**src/rtl/lieat_wbu_if.sv**
```systemverilog
// Bundle of the write-back unit's ALU, long-instruction, hazard-check and wb-stage signals.
// Bypass signals exist only when LIEAT_WBU_BYPASS_EN is defined.
interface lieat_wbu_if #(
    parameter int XLEN    = 32,
    parameter int REG_IDX = 5
);
    logic               alu_valid;
    logic               alu_ready;
    logic [XLEN-1:0]    alu_pc;
    logic               alu_en;
    logic [REG_IDX-1:0] alu_rd;
    logic [XLEN-1:0]    alu_data;
    logic               alu_ebreak;
    logic               longi_push_valid;
    logic               longi_push_ready;
    logic [XLEN-1:0]    longi_push_pc;
    logic [REG_IDX-1:0] longi_push_rd;
    logic               longi_push_lsu;
    logic               longi_ret_valid;
    logic               longi_ret_ready;
    logic [XLEN-1:0]    longi_ret_data;
    logic [REG_IDX-1:0] chk_rs1;
    logic [REG_IDX-1:0] chk_rs2;
    logic               chk_hazard;
    logic               longi_empty;
    logic [XLEN-1:0]    wb_pc;
    logic               wb_valid;
    logic               wb_en;
    logic [REG_IDX-1:0] wb_rd;
    logic [XLEN-1:0]    wb_data;
    logic               wb_lsu;
    logic               wb_ebreak;
`ifdef LIEAT_WBU_BYPASS_EN
    logic               byp_hit1;
    logic               byp_hit2;
    logic [XLEN-1:0]    byp_data;
`endif

    modport master (
        output alu_valid, alu_pc, alu_en, alu_rd, alu_data, alu_ebreak,
        output longi_push_valid, longi_push_pc, longi_push_rd, longi_push_lsu,
        output longi_ret_valid, longi_ret_data, chk_rs1, chk_rs2,
        input  alu_ready, longi_push_ready, longi_ret_ready, chk_hazard, longi_empty,
        input  wb_pc, wb_valid, wb_en, wb_rd, wb_data, wb_lsu, wb_ebreak
`ifdef LIEAT_WBU_BYPASS_EN
        , input byp_hit1, byp_hit2, byp_data
`endif
    );

    modport slave (
        input  alu_valid, alu_pc, alu_en, alu_rd, alu_data, alu_ebreak,
        input  longi_push_valid, longi_push_pc, longi_push_rd, longi_push_lsu,
        input  longi_ret_valid, longi_ret_data, chk_rs1, chk_rs2,
        output alu_ready, longi_push_ready, longi_ret_ready, chk_hazard, longi_empty,
        output wb_pc, wb_valid, wb_en, wb_rd, wb_data, wb_lsu, wb_ebreak
`ifdef LIEAT_WBU_BYPASS_EN
        , output byp_hit1, byp_hit2, byp_data
`endif
    );
endinterface

```
**src/rtl/lieat_wbu.sv**
```systemverilog
// Write-back unit: merges ALU results with in-order long-latency returns and reports RAW hazards.
// Optional LIEAT_WBU_BYPASS_EN exposes a wb-stage bypass instead of stalling on wb-stage matches.
module lieat_wbu #(
    parameter int XLEN        = 32,
    parameter int REG_IDX     = 5,
    parameter int LONGI_DEPTH = 4
) (
    input  logic      clock,
    input  logic      reset,
    lieat_wbu_if.slave bus
);
    localparam int AW = $clog2(LONGI_DEPTH);
    localparam int PW = AW + 1;

    logic [PW-1:0]      wr_ptr_q, wr_ptr_d;
    logic [PW-1:0]      rd_ptr_q, rd_ptr_d;
    logic [PW-1:0]      occ;
    logic [XLEN-1:0]    fifo_pc_q  [LONGI_DEPTH];
    logic [XLEN-1:0]    fifo_pc_d  [LONGI_DEPTH];
    logic [REG_IDX-1:0] fifo_rd_q  [LONGI_DEPTH];
    logic [REG_IDX-1:0] fifo_rd_d  [LONGI_DEPTH];
    logic               fifo_lsu_q [LONGI_DEPTH];
    logic               fifo_lsu_d [LONGI_DEPTH];
    logic [LONGI_DEPTH-1:0] entry_vld;

    logic               wb_valid_q, wb_valid_d;
    logic [XLEN-1:0]    wb_pc_q, wb_pc_d;
    logic               wb_en_q, wb_en_d;
    logic [REG_IDX-1:0] wb_rd_q, wb_rd_d;
    logic [XLEN-1:0]    wb_data_q, wb_data_d;
    logic               wb_lsu_q, wb_lsu_d;
    logic               wb_ebreak_q, wb_ebreak_d;

    logic full, empty, push_fire, pop_fire, alu_rdy, alu_fire;
    logic [AW-1:0] head_idx, tail_idx;
    logic fifo_hit1, fifo_hit2, wb_hit1, wb_hit2;

    assign head_idx  = rd_ptr_q[AW-1:0];
    assign tail_idx  = wr_ptr_q[AW-1:0];
    assign empty     = (wr_ptr_q == rd_ptr_q);
    assign full      = (tail_idx == head_idx) && (wr_ptr_q[AW] != rd_ptr_q[AW]);
    assign push_fire = bus.longi_push_valid & ~full;
    assign pop_fire  = bus.longi_ret_valid & ~empty;
    // An ebreak waits for every older long instruction so it always retires last.
    assign alu_rdy   = ~(bus.longi_ret_valid & ~empty) & ~(bus.alu_ebreak & ~empty);
    assign alu_fire  = bus.alu_valid & alu_rdy;

    always_comb begin
        wr_ptr_d = wr_ptr_q + PW'(push_fire);
        rd_ptr_d = rd_ptr_q + PW'(pop_fire);
        for (int i = 0; i < LONGI_DEPTH; i++) begin
            fifo_pc_d[i]  = fifo_pc_q[i];
            fifo_rd_d[i]  = fifo_rd_q[i];
            fifo_lsu_d[i] = fifo_lsu_q[i];
        end
        if (push_fire) begin
            fifo_pc_d[tail_idx]  = bus.longi_push_pc;
            fifo_rd_d[tail_idx]  = bus.longi_push_rd;
            fifo_lsu_d[tail_idx] = bus.longi_push_lsu;
        end
    end

    // An entry is live when its distance from the head is below the occupancy.
    always_comb begin
        occ       = wr_ptr_q - rd_ptr_q;
        entry_vld = '0;
        fifo_hit1 = 1'b0;
        fifo_hit2 = 1'b0;
        for (int i = 0; i < LONGI_DEPTH; i++) begin
            entry_vld[i] = ({1'b0, AW'(AW'(i) - head_idx)} < occ);
            fifo_hit1 = fifo_hit1 | (entry_vld[i] & (fifo_rd_q[i] == bus.chk_rs1));
            fifo_hit2 = fifo_hit2 | (entry_vld[i] & (fifo_rd_q[i] == bus.chk_rs2));
        end
        fifo_hit1 = fifo_hit1 & (bus.chk_rs1 != '0);
        fifo_hit2 = fifo_hit2 & (bus.chk_rs2 != '0);
    end

    assign wb_hit1 = wb_valid_q & wb_en_q & (wb_rd_q == bus.chk_rs1) & (bus.chk_rs1 != '0);
    assign wb_hit2 = wb_valid_q & wb_en_q & (wb_rd_q == bus.chk_rs2) & (bus.chk_rs2 != '0);

    always_comb begin
        wb_valid_d  = pop_fire | alu_fire;
        wb_pc_d     = wb_pc_q;
        wb_en_d     = wb_en_q;
        wb_rd_d     = wb_rd_q;
        wb_data_d   = wb_data_q;
        wb_lsu_d    = wb_lsu_q;
        wb_ebreak_d = wb_ebreak_q;
        if (pop_fire) begin
            wb_pc_d     = fifo_pc_q[head_idx];
            wb_rd_d     = fifo_rd_q[head_idx];
            wb_lsu_d    = fifo_lsu_q[head_idx];
            wb_en_d     = (fifo_rd_q[head_idx] != '0);
            wb_data_d   = bus.longi_ret_data;
            wb_ebreak_d = 1'b0;
        end else if (alu_fire) begin
            wb_pc_d     = bus.alu_pc;
            wb_rd_d     = bus.alu_rd;
            wb_lsu_d    = 1'b0;
            wb_en_d     = bus.alu_en & (bus.alu_rd != '0);
            wb_data_d   = bus.alu_data;
            wb_ebreak_d = bus.alu_ebreak;
        end
    end

    always_ff @(posedge clock or negedge reset) begin
        if (!reset) begin
            wr_ptr_q    <= '0;
            rd_ptr_q    <= '0;
            wb_valid_q  <= 1'b0;
            wb_pc_q     <= '0;
            wb_en_q     <= 1'b0;
            wb_rd_q     <= '0;
            wb_data_q   <= '0;
            wb_lsu_q    <= 1'b0;
            wb_ebreak_q <= 1'b0;
            for (int i = 0; i < LONGI_DEPTH; i++) begin
                fifo_pc_q[i]  <= '0;
                fifo_rd_q[i]  <= '0;
                fifo_lsu_q[i] <= 1'b0;
            end
        end else begin
            wr_ptr_q    <= wr_ptr_d;
            rd_ptr_q    <= rd_ptr_d;
            wb_valid_q  <= wb_valid_d;
            wb_pc_q     <= wb_pc_d;
            wb_en_q     <= wb_en_d;
            wb_rd_q     <= wb_rd_d;
            wb_data_q   <= wb_data_d;
            wb_lsu_q    <= wb_lsu_d;
            wb_ebreak_q <= wb_ebreak_d;
            for (int i = 0; i < LONGI_DEPTH; i++) begin
                fifo_pc_q[i]  <= fifo_pc_d[i];
                fifo_rd_q[i]  <= fifo_rd_d[i];
                fifo_lsu_q[i] <= fifo_lsu_d[i];
            end
        end
    end

    assign bus.alu_ready        = alu_rdy;
    assign bus.longi_push_ready = ~full;
    assign bus.longi_ret_ready  = ~empty;
    assign bus.longi_empty      = empty;
    assign bus.wb_valid         = wb_valid_q;
    assign bus.wb_pc            = wb_pc_q;
    assign bus.wb_en            = wb_en_q;
    assign bus.wb_rd            = wb_rd_q;
    assign bus.wb_data          = wb_data_q;
    assign bus.wb_lsu           = wb_lsu_q;
    assign bus.wb_ebreak        = wb_ebreak_q;

`ifdef LIEAT_WBU_BYPASS_EN
    assign bus.chk_hazard = fifo_hit1 | fifo_hit2;
    assign bus.byp_hit1   = wb_hit1;
    assign bus.byp_hit2   = wb_hit2;
    assign bus.byp_data   = wb_data_q;
`else
    assign bus.chk_hazard = fifo_hit1 | fifo_hit2 | wb_hit1 | wb_hit2;
`endif
endmodule

```
**src/flat_wrapper.sv**
```systemverilog
// flat-port wrapper written by rule: the top's interface ports become plain ports
module lieat_wbu_flat 
#(
    parameter int XLEN        = 32,
    parameter int REG_IDX     = 5,
    parameter int LONGI_DEPTH = 4
)
  (clock, reset, bus_alu_valid, bus_alu_pc, bus_alu_en, bus_alu_rd, bus_alu_data, bus_alu_ebreak, bus_longi_push_valid, bus_longi_push_pc, bus_longi_push_rd, bus_longi_push_lsu, bus_longi_ret_valid, bus_longi_ret_data, bus_chk_rs1, bus_chk_rs2, bus_alu_ready, bus_longi_push_ready, bus_longi_ret_ready, bus_chk_hazard, bus_longi_empty, bus_wb_pc, bus_wb_valid, bus_wb_en, bus_wb_rd, bus_wb_data, bus_wb_lsu, bus_wb_ebreak);
  lieat_wbu_if #(.XLEN(XLEN), .REG_IDX(REG_IDX)) bus_i ();
  input  logic clock;
  input  logic reset;
  input wire logic [$bits(bus_i.alu_valid)-1:0] bus_alu_valid;
  input wire logic [$bits(bus_i.alu_pc)-1:0] bus_alu_pc;
  input wire logic [$bits(bus_i.alu_en)-1:0] bus_alu_en;
  input wire logic [$bits(bus_i.alu_rd)-1:0] bus_alu_rd;
  input wire logic [$bits(bus_i.alu_data)-1:0] bus_alu_data;
  input wire logic [$bits(bus_i.alu_ebreak)-1:0] bus_alu_ebreak;
  input wire logic [$bits(bus_i.longi_push_valid)-1:0] bus_longi_push_valid;
  input wire logic [$bits(bus_i.longi_push_pc)-1:0] bus_longi_push_pc;
  input wire logic [$bits(bus_i.longi_push_rd)-1:0] bus_longi_push_rd;
  input wire logic [$bits(bus_i.longi_push_lsu)-1:0] bus_longi_push_lsu;
  input wire logic [$bits(bus_i.longi_ret_valid)-1:0] bus_longi_ret_valid;
  input wire logic [$bits(bus_i.longi_ret_data)-1:0] bus_longi_ret_data;
  input wire logic [$bits(bus_i.chk_rs1)-1:0] bus_chk_rs1;
  input wire logic [$bits(bus_i.chk_rs2)-1:0] bus_chk_rs2;
  output wire logic [$bits(bus_i.alu_ready)-1:0] bus_alu_ready;
  output wire logic [$bits(bus_i.longi_push_ready)-1:0] bus_longi_push_ready;
  output wire logic [$bits(bus_i.longi_ret_ready)-1:0] bus_longi_ret_ready;
  output wire logic [$bits(bus_i.chk_hazard)-1:0] bus_chk_hazard;
  output wire logic [$bits(bus_i.longi_empty)-1:0] bus_longi_empty;
  output wire logic [$bits(bus_i.wb_pc)-1:0] bus_wb_pc;
  output wire logic [$bits(bus_i.wb_valid)-1:0] bus_wb_valid;
  output wire logic [$bits(bus_i.wb_en)-1:0] bus_wb_en;
  output wire logic [$bits(bus_i.wb_rd)-1:0] bus_wb_rd;
  output wire logic [$bits(bus_i.wb_data)-1:0] bus_wb_data;
  output wire logic [$bits(bus_i.wb_lsu)-1:0] bus_wb_lsu;
  output wire logic [$bits(bus_i.wb_ebreak)-1:0] bus_wb_ebreak;
  assign bus_i.alu_valid = bus_alu_valid;
  assign bus_i.alu_pc = bus_alu_pc;
  assign bus_i.alu_en = bus_alu_en;
  assign bus_i.alu_rd = bus_alu_rd;
  assign bus_i.alu_data = bus_alu_data;
  assign bus_i.alu_ebreak = bus_alu_ebreak;
  assign bus_i.longi_push_valid = bus_longi_push_valid;
  assign bus_i.longi_push_pc = bus_longi_push_pc;
  assign bus_i.longi_push_rd = bus_longi_push_rd;
  assign bus_i.longi_push_lsu = bus_longi_push_lsu;
  assign bus_i.longi_ret_valid = bus_longi_ret_valid;
  assign bus_i.longi_ret_data = bus_longi_ret_data;
  assign bus_i.chk_rs1 = bus_chk_rs1;
  assign bus_i.chk_rs2 = bus_chk_rs2;
  assign bus_alu_ready = bus_i.alu_ready;
  assign bus_longi_push_ready = bus_i.longi_push_ready;
  assign bus_longi_ret_ready = bus_i.longi_ret_ready;
  assign bus_chk_hazard = bus_i.chk_hazard;
  assign bus_longi_empty = bus_i.longi_empty;
  assign bus_wb_pc = bus_i.wb_pc;
  assign bus_wb_valid = bus_i.wb_valid;
  assign bus_wb_en = bus_i.wb_en;
  assign bus_wb_rd = bus_i.wb_rd;
  assign bus_wb_data = bus_i.wb_data;
  assign bus_wb_lsu = bus_i.wb_lsu;
  assign bus_wb_ebreak = bus_i.wb_ebreak;
  lieat_wbu #(.XLEN(XLEN), .REG_IDX(REG_IDX), .LONGI_DEPTH(LONGI_DEPTH)) u_core (.clock(clock), .reset(reset), .bus(bus_i));
endmodule
```
**config.mk**
```make
export PLATFORM = sky130hd
export DESIGN_NAME = lieat_wbu_flat
export DESIGN_NICKNAME = d
export VERILOG_FILES = /design/src/rtl/lieat_wbu_if.sv /design/src/rtl/lieat_wbu.sv /design/src/flat_wrapper.sv
export SDC_FILE = /design/constraint.sdc
export NUM_CORES = 1
export LEC_CHECK = 0
export ABC_CLOCK_PERIOD_IN_PS = 6300
export BUFFER_PORTS_ARGS = -buffer_cell sky130_fd_sc_hd__clkbuf_2
export CAP_MARGIN = 20
export CELL_PAD_IN_SITES_DETAIL_PLACEMENT = 2
export CELL_PAD_IN_SITES_GLOBAL_PLACEMENT = 2
export CORE_MARGIN = 3
export CORE_UTILIZATION = 35
export CTS_CLUSTER_SIZE = 10
export DETAILED_ROUTE_END_ITERATION = 8
export GPL_TIMING_DRIVEN = 0
export PLACE_DENSITY = 0.83
export RECOVER_POWER = 50
export REMOVE_ABC_BUFFERS = 1
export SLEW_MARGIN = 5
export SYNTH_ARGS = -nofsm -noshare
export SYNTH_HDL_FRONTEND = slang
export SYNTH_SLANG_ARGS = --single-unit
```
**constraint.sdc**
```tcl
create_clock -name clock -period 6.3 [get_ports clock]
set_clock_uncertainty 0.1 [all_clocks]
set_input_delay 1.26 -clock clock [delete_from_list [all_inputs] [get_ports clock]]
set_output_delay 1.26 -clock clock [all_outputs]
set_load 0.01 [all_outputs]
```
### Word-level counts from Yosys, hierarchy flattened

Index checks and enable logic that the tools add are counted.

| operators by class | value |
|---|---|
| add/sub/neg operators | 7 |
| $mul | 0 |
| div/mod/pow operators | 0 |
| $lt $le $gt $ge | 7 |
| equal/unequal tests | 13 |
| shift operators | 0 |
| multiplexer cells | 30 |
| bitwise logic cells | 37 |
| reductions and logical operators | 7 |

Operators with widths:

| kind | count |
|---|---|
| 32-bit 2-to-1 mux | 7 |
| 128-bit bitwise mux | 1 |
| 32-bit binary-select mux with 2-bit select | 1 |
| 32-bit demux with 2-bit select | 1 |
| 5-bit == test | 10 |
| 5-bit 2-to-1 mux | 5 |
| 1-bit AND | 21 |
| 20-bit bitwise mux | 1 |
| 5-bit nonzero test | 4 |
| 2-bit by 3-bit < comparator with 1-bit output | 4 |
| 5-bit binary-select mux with 2-bit select | 1 |
| 5-bit demux with 2-bit select | 1 |
| 1-bit bitwise OR | 10 |
| 1-bit 2-to-1 mux | 9 |
| 3-bit by 1-bit adder with 3-bit output | 2 |
| 3-bit >= comparator (second input constant) | 2 |
| 2-bit NOT with 3-bit output | 2 |
| 4-bit bitwise mux | 1 |
| 1-bit NOT | 4 |
| 1-bit by 2-bit subtractor with 2-bit output (first input constant) | 2 |
| 2-bit subtractor (first input constant) | 2 |
| 3-bit == test | 1 |
| 3-bit by 1-bit < comparator with 1-bit output (second input constant) | 1 |
| 3-bit subtractor | 1 |
| 6 further kinds | 7 |

| word-level totals | value |
|---|---|
| bits in registers | 231 |
| latch bits | 0 |
| memory bits (writable) | 0 |
| ROM bits | 0 |
| output and inout bits | 78 |
| memories | 0 |

### Logic depth before layout (Yosys ltp)

| depth | value |
|---|---|
| depth after elaboration | 10 |
| gate-level depth with buffers | 14 |

### Worst setup path before layout

OpenSTA, ideal clock, no wires.

| timing | value |
|---|---|
| path type | flip-flop to output port |
| start point | register u_core.rd_ptr_q[1] |
| end point | output port bus_chk_hazard |
| data arrival time | 2.852 ns |
| setup slack | 2.088 ns |
| stages on the path, launching flop included | 13 |
| buffers on the path | 2 |
| cells stage by stage | dfrtp_1 > buf_2 > buf_1 > inv_1 > fa_1 > inv_1 > ha_1 > nor2b_1 > o21ai_0 > nand4_1 > nor3_1 > nor4_1 > o22ai_1 |

| on the way | value |
|---|---|
| cells in the longest elaborated chain, start to end | 10 |

RTL lines:

| what | RTL line | source |
|---|---|---|
| start, declared | lieat_wbu.sv:16 | `logic [PW-1:0] rd_ptr_q, rd_ptr_d;` |
| start signal, assigned | lieat_wbu.sv:124 | `rd_ptr_q <= rd_ptr_d;` |
| 3-bit subtractor or 1-bit by 2-bit subtractor with 2-bit output (tied branches) | lieat_wbu.sv:65, lieat_wbu.sv:70 |  |
| 2-bit by 3-bit < comparator with 1-bit output | lieat_wbu.sv:70 | `entry_vld[i] = ({1'b0, AW'(AW'(i) - head_idx)} < occ);` |
| 1-bit AND, on equally long branches | lieat_wbu.sv:71, lieat_wbu.sv:72 |  |
| 1-bit bitwise OR, on equally long branches (3 in a row) | lieat_wbu.sv:71, lieat_wbu.sv:72 |  |
| 1-bit AND, on equally long branches | lieat_wbu.sv:74, lieat_wbu.sv:75 |  |
| 1-bit bitwise OR (*) (3 in a row) | lieat_wbu.sv:158 | `assign bus.chk_hazard = fifo_hit1 \| fifo_hit2 \| wb_hit1 \| wb_hit2;` |
| end, declared | flat_wrapper.sv:29 | `output wire logic [$bits(bus_i.chk_hazard)-1:0] bus_chk_hazard;` |

Every way passes the cells marked *; elsewhere a longest branch is shown, timed or not.

### Worst setup path in the final report

Same ends and word-level chain as after synthesis.

==> impl_metrics.yaml <==
critical_path:
  critPathMaxFanout: 18
  r2r_cells: 9
  crit_chain: "inv_1 -> fa_1 -> inv_1 -> ha_1 -> nor2_1 -> o21ai_0 -> nand4_1 -> nor3_1 -> nor4_1 -> o22ai_1 -> clkbuf_2"
  cp_slowest_cell: "dfrtp_1"
  start_kind: "register"
  reg2reg_slack_ns: 2.27
  worstReg2RegStart: "u_core.rd_ptr_q[1]$_DFF_PN0_"
  path_class: "register to primary output"
  arrival_ns: 4.14
  cp_common_cell: "inv_1"
  cpPeakStageDelay_ns: 1.04
  critPathCaptureType: "primary output"
  crit_required_ns: 4.94
  worstPathBufferInverterCount: 3
  r2r_end: "u_core.rd_ptr_q[2]$_DFF_PN0_"
  cp_top_family: "flip-flops"
routing:
  routedWlPerCell_um: 22.30
  final_antenna_net_count: 0
  drc: 0
  viasPerCell: 5.257
  routed_wl_um: 33830
  dr.pass1.iters: 4
  drt_iter0_markers: 280
  vias: 7975
floorplanning:
  start_util_pct: 35.96
  die_w_um: 184.2
  die-area_um2: 33930
  die_y_um: 184.2
  core.rowCount: 64
  core_area_um2: 30910
  num_io_pins: 234
layout:
  antenna_cells: 0
  final_util_pct: 43.26
  layout.nets: 1277
  drive_gt1_share_pct: 39.25
  nFillCells: 3228
  syn_to_final_growth_pct: 20.31
global_routing:
  grt_max_degree: 142
  antenna_found_initial: 0
  grt.total_usage_pct: 19.81
  grt_pass1_wl_um: 53430
  grt-ovfl-total: 0
  grt_pass1_vias: 9250
flow_run:
  maxCapViolCount: 2
synthesis:
  ys_warn_count: 0
  syn_area_um2: 11110
  avgSynthCellArea_um2: 12.35
  async_flop_share_pct: 100.0
  synth_edf_count: 0
  ys_types: 38
  synthFlopType: "dfrtp_1"
  synthTopCellsByArea: "dfrtp_1 (52%), mux2_2 (13%), mux4_2 (7.7%), nand2_1 (4.9%), a31oi_1 (3.8%)"
  yosysTopAreaCell: "dfrtp_1"
  synth_seq_cells: 231
  synth_top_area_share_pct: 52.01
  synthCells: 900
  seq_area_frac_synth_pct: 52.01
sta:
  grt_setup_unrepaired: "false"
  max_freq_ghz: 0.1818
  relSlewSlack_pct: -60.85
  slew_violations: 130
  setup_tns_ns: 0
  min_period_over_period_pct: 87.32
  worst_pin_slew_ns: 2.413
  worst_slack_ns: 0.7990
  finalHoldViolCount: 0
  setup-violations-final: 0
  finalCriticalPeriod_ns: 5.501
power:
  p_leak_nw: 6.031
  vdd_drop_max_uv: 301.0
  pwr_density_cell_nw_per_um2: 581.3
worst_hold_path:
  hold_start: "u_core.fifo_pc_q[40]$_DFFE_PN0P_"
  min_path_cells: 1
  min_to: "u_core.fifo_pc_q[40]$_DFFE_PN0P_"
  hp-class: "register to register"
clocking:
  htreeDepth: 1
  path_clk_slew_ns: 0.05
  cts_buffers: 28
  cts_tree: "built"
  cts_setup_buffers: 0
  clockBufferDepth: 3
  cts_sinks: 231
  holdBufCountCts: 0
  clock_latency_ns: 0.53
  cts_resized: 0
  cts_root_buf: "clkbuf_16"
place:
  portBuffers: 233
  pre_cts_ws_ns: 1.761
  dp_hpwl_um: 22640
  place_congestion: 0.8097
outcome:
  violations: "max-capacitance violations, max-slew violations"
  status: "finished with violations"
[cells in the final DEF, fill, tap and decap left out, drive strengths merged, types with 2 or more instances in the layout]
cell type	instances
a21oi	3
a22oi	2
a31oi	68
buf	10
clkbuf	277
dfrtp	231
ha	12
inv	10
mux2	152
mux4	38
nand2	145
nand3	7
nand4	6
nor2	71
nor2b	2
nor3	8
nor4	5
o2111ai	2
o21ai	5
or4	4
xnor2	29
xor2	26
[state kept, by name, summed over array words and instances, names as in the netlist]
name,flops
u_core.bus.wb_data,32
u_core.bus.wb_ebreak,1
u_core.bus.wb_en,1
u_core.bus.wb_lsu,1
u_core.bus.wb_pc,32
u_core.bus.wb_rd,5
u_core.bus.wb_valid,1
u_core.fifo_lsu_q,4
u_core.fifo_pc_q,128
u_core.fifo_rd_q,20
u_core.rd_ptr_q,3
u_core.wr_ptr_q,3
[report_power, final]
part / switching, W / leakage [nW] / internal, W
clock network: 0.000607 / 0.404 / 0.000886
logic: 0.00171 / 2.92 / 0.00170
registers: 0.000602 / 2.71 / 0.00227
total: 0.00292 / 6.03 / 0.00485
[layer usage]
layer	up-vias	track usage [%]	wire length [um]
met1	4146	25.45	14200
met3	40	3.592	1854
met5	-	0	0
met4	0	3.931	531
met2	220	35.28	17240
li1	3569	-	-
[layout make-up]
| cell class | count | area (um^2) | share of cell area, % |
|---|---|---|---|
| multi-input combinational | 593 | 4925 | 36.83 |
| sequential | 231 | 5784 | 43.26 |
| tap | 396 | 495.5 | 3.705 |
| timing repair buffer | 244 | 1301 | 9.731 |
| inverter | 10 | 37.54 | 0.2807 |
| clock buffer | 43 | 828.3 | 6.194 |
[worst max-delay path by stage]
stage / cells past startpoint / start / end
floorplan: 6 / u_core.rd_ptr_q[0]$_DFF_PN0_ / u_core.fifo_lsu_q[3]$_DFFE_PN0P_
finish: 11 / u_core.rd_ptr_q[1]$_DFF_PN0_ / bus_chk_hazard
detailed placement: 11 / u_core.rd_ptr_q[1]$_DFF_PN0_ / bus_chk_hazard
global route: 11 / u_core.rd_ptr_q[1]$_DFF_PN0_ / bus_chk_hazard
global placement: 6 / u_core.rd_ptr_q[0]$_DFF_PN0_ / u_core.fifo_pc_q[106]$_DFFE_PN0P_
CTS: 11 / u_core.rd_ptr_q[1]$_DFF_PN0_ / bus_chk_hazard
[cells in the mapped netlist (all sizes together), types with 3 or more instances]
cell type / count
xnor2: 29
inv: 10
or4: 4
clkbuf: 22
nor4: 5
nand4: 6
nor2: 71
ha: 12
nor3: 8
buf: 44
a21oi: 3
nand3: 7
nand2: 145
mux4: 38
a31oi: 68
o21ai: 5
xor2: 26
dfrtp: 231
mux2: 152
[cell families (layout without fill, tap and decap cells)]
kind of cell	Yosys count	count (layout)	synth area share, %
buffers and inverters	76	297	4.120
XOR/XNOR	56	56	4.616
flip-flops	231	231	52.01
adder cells (fa/ha/maj)	13	13	1.531
AO/OA/AOI/OAI	83	83	4.717
multiplexers	190	190	23.78
AND/OR/NAND/NOR	251	251	9.231
[stage by stage]
stage                     total power (W)  instance area [um^2]  hold WS [ns]  cells
after floorplan                  0.005027                 10690        0.3741    834
after global placement           0.006086                 12360        0.3819   1463
after detailed placement         0.006351                 12620        0.3929   1474
after CTS                        0.007940                 13450        0.4054   1517
after global routing             0.008354                 13370        0.4115   1517
final                            0.007773                 13370        0.4020   1517
Note: power is estimated with default switching activity, not from simulation.
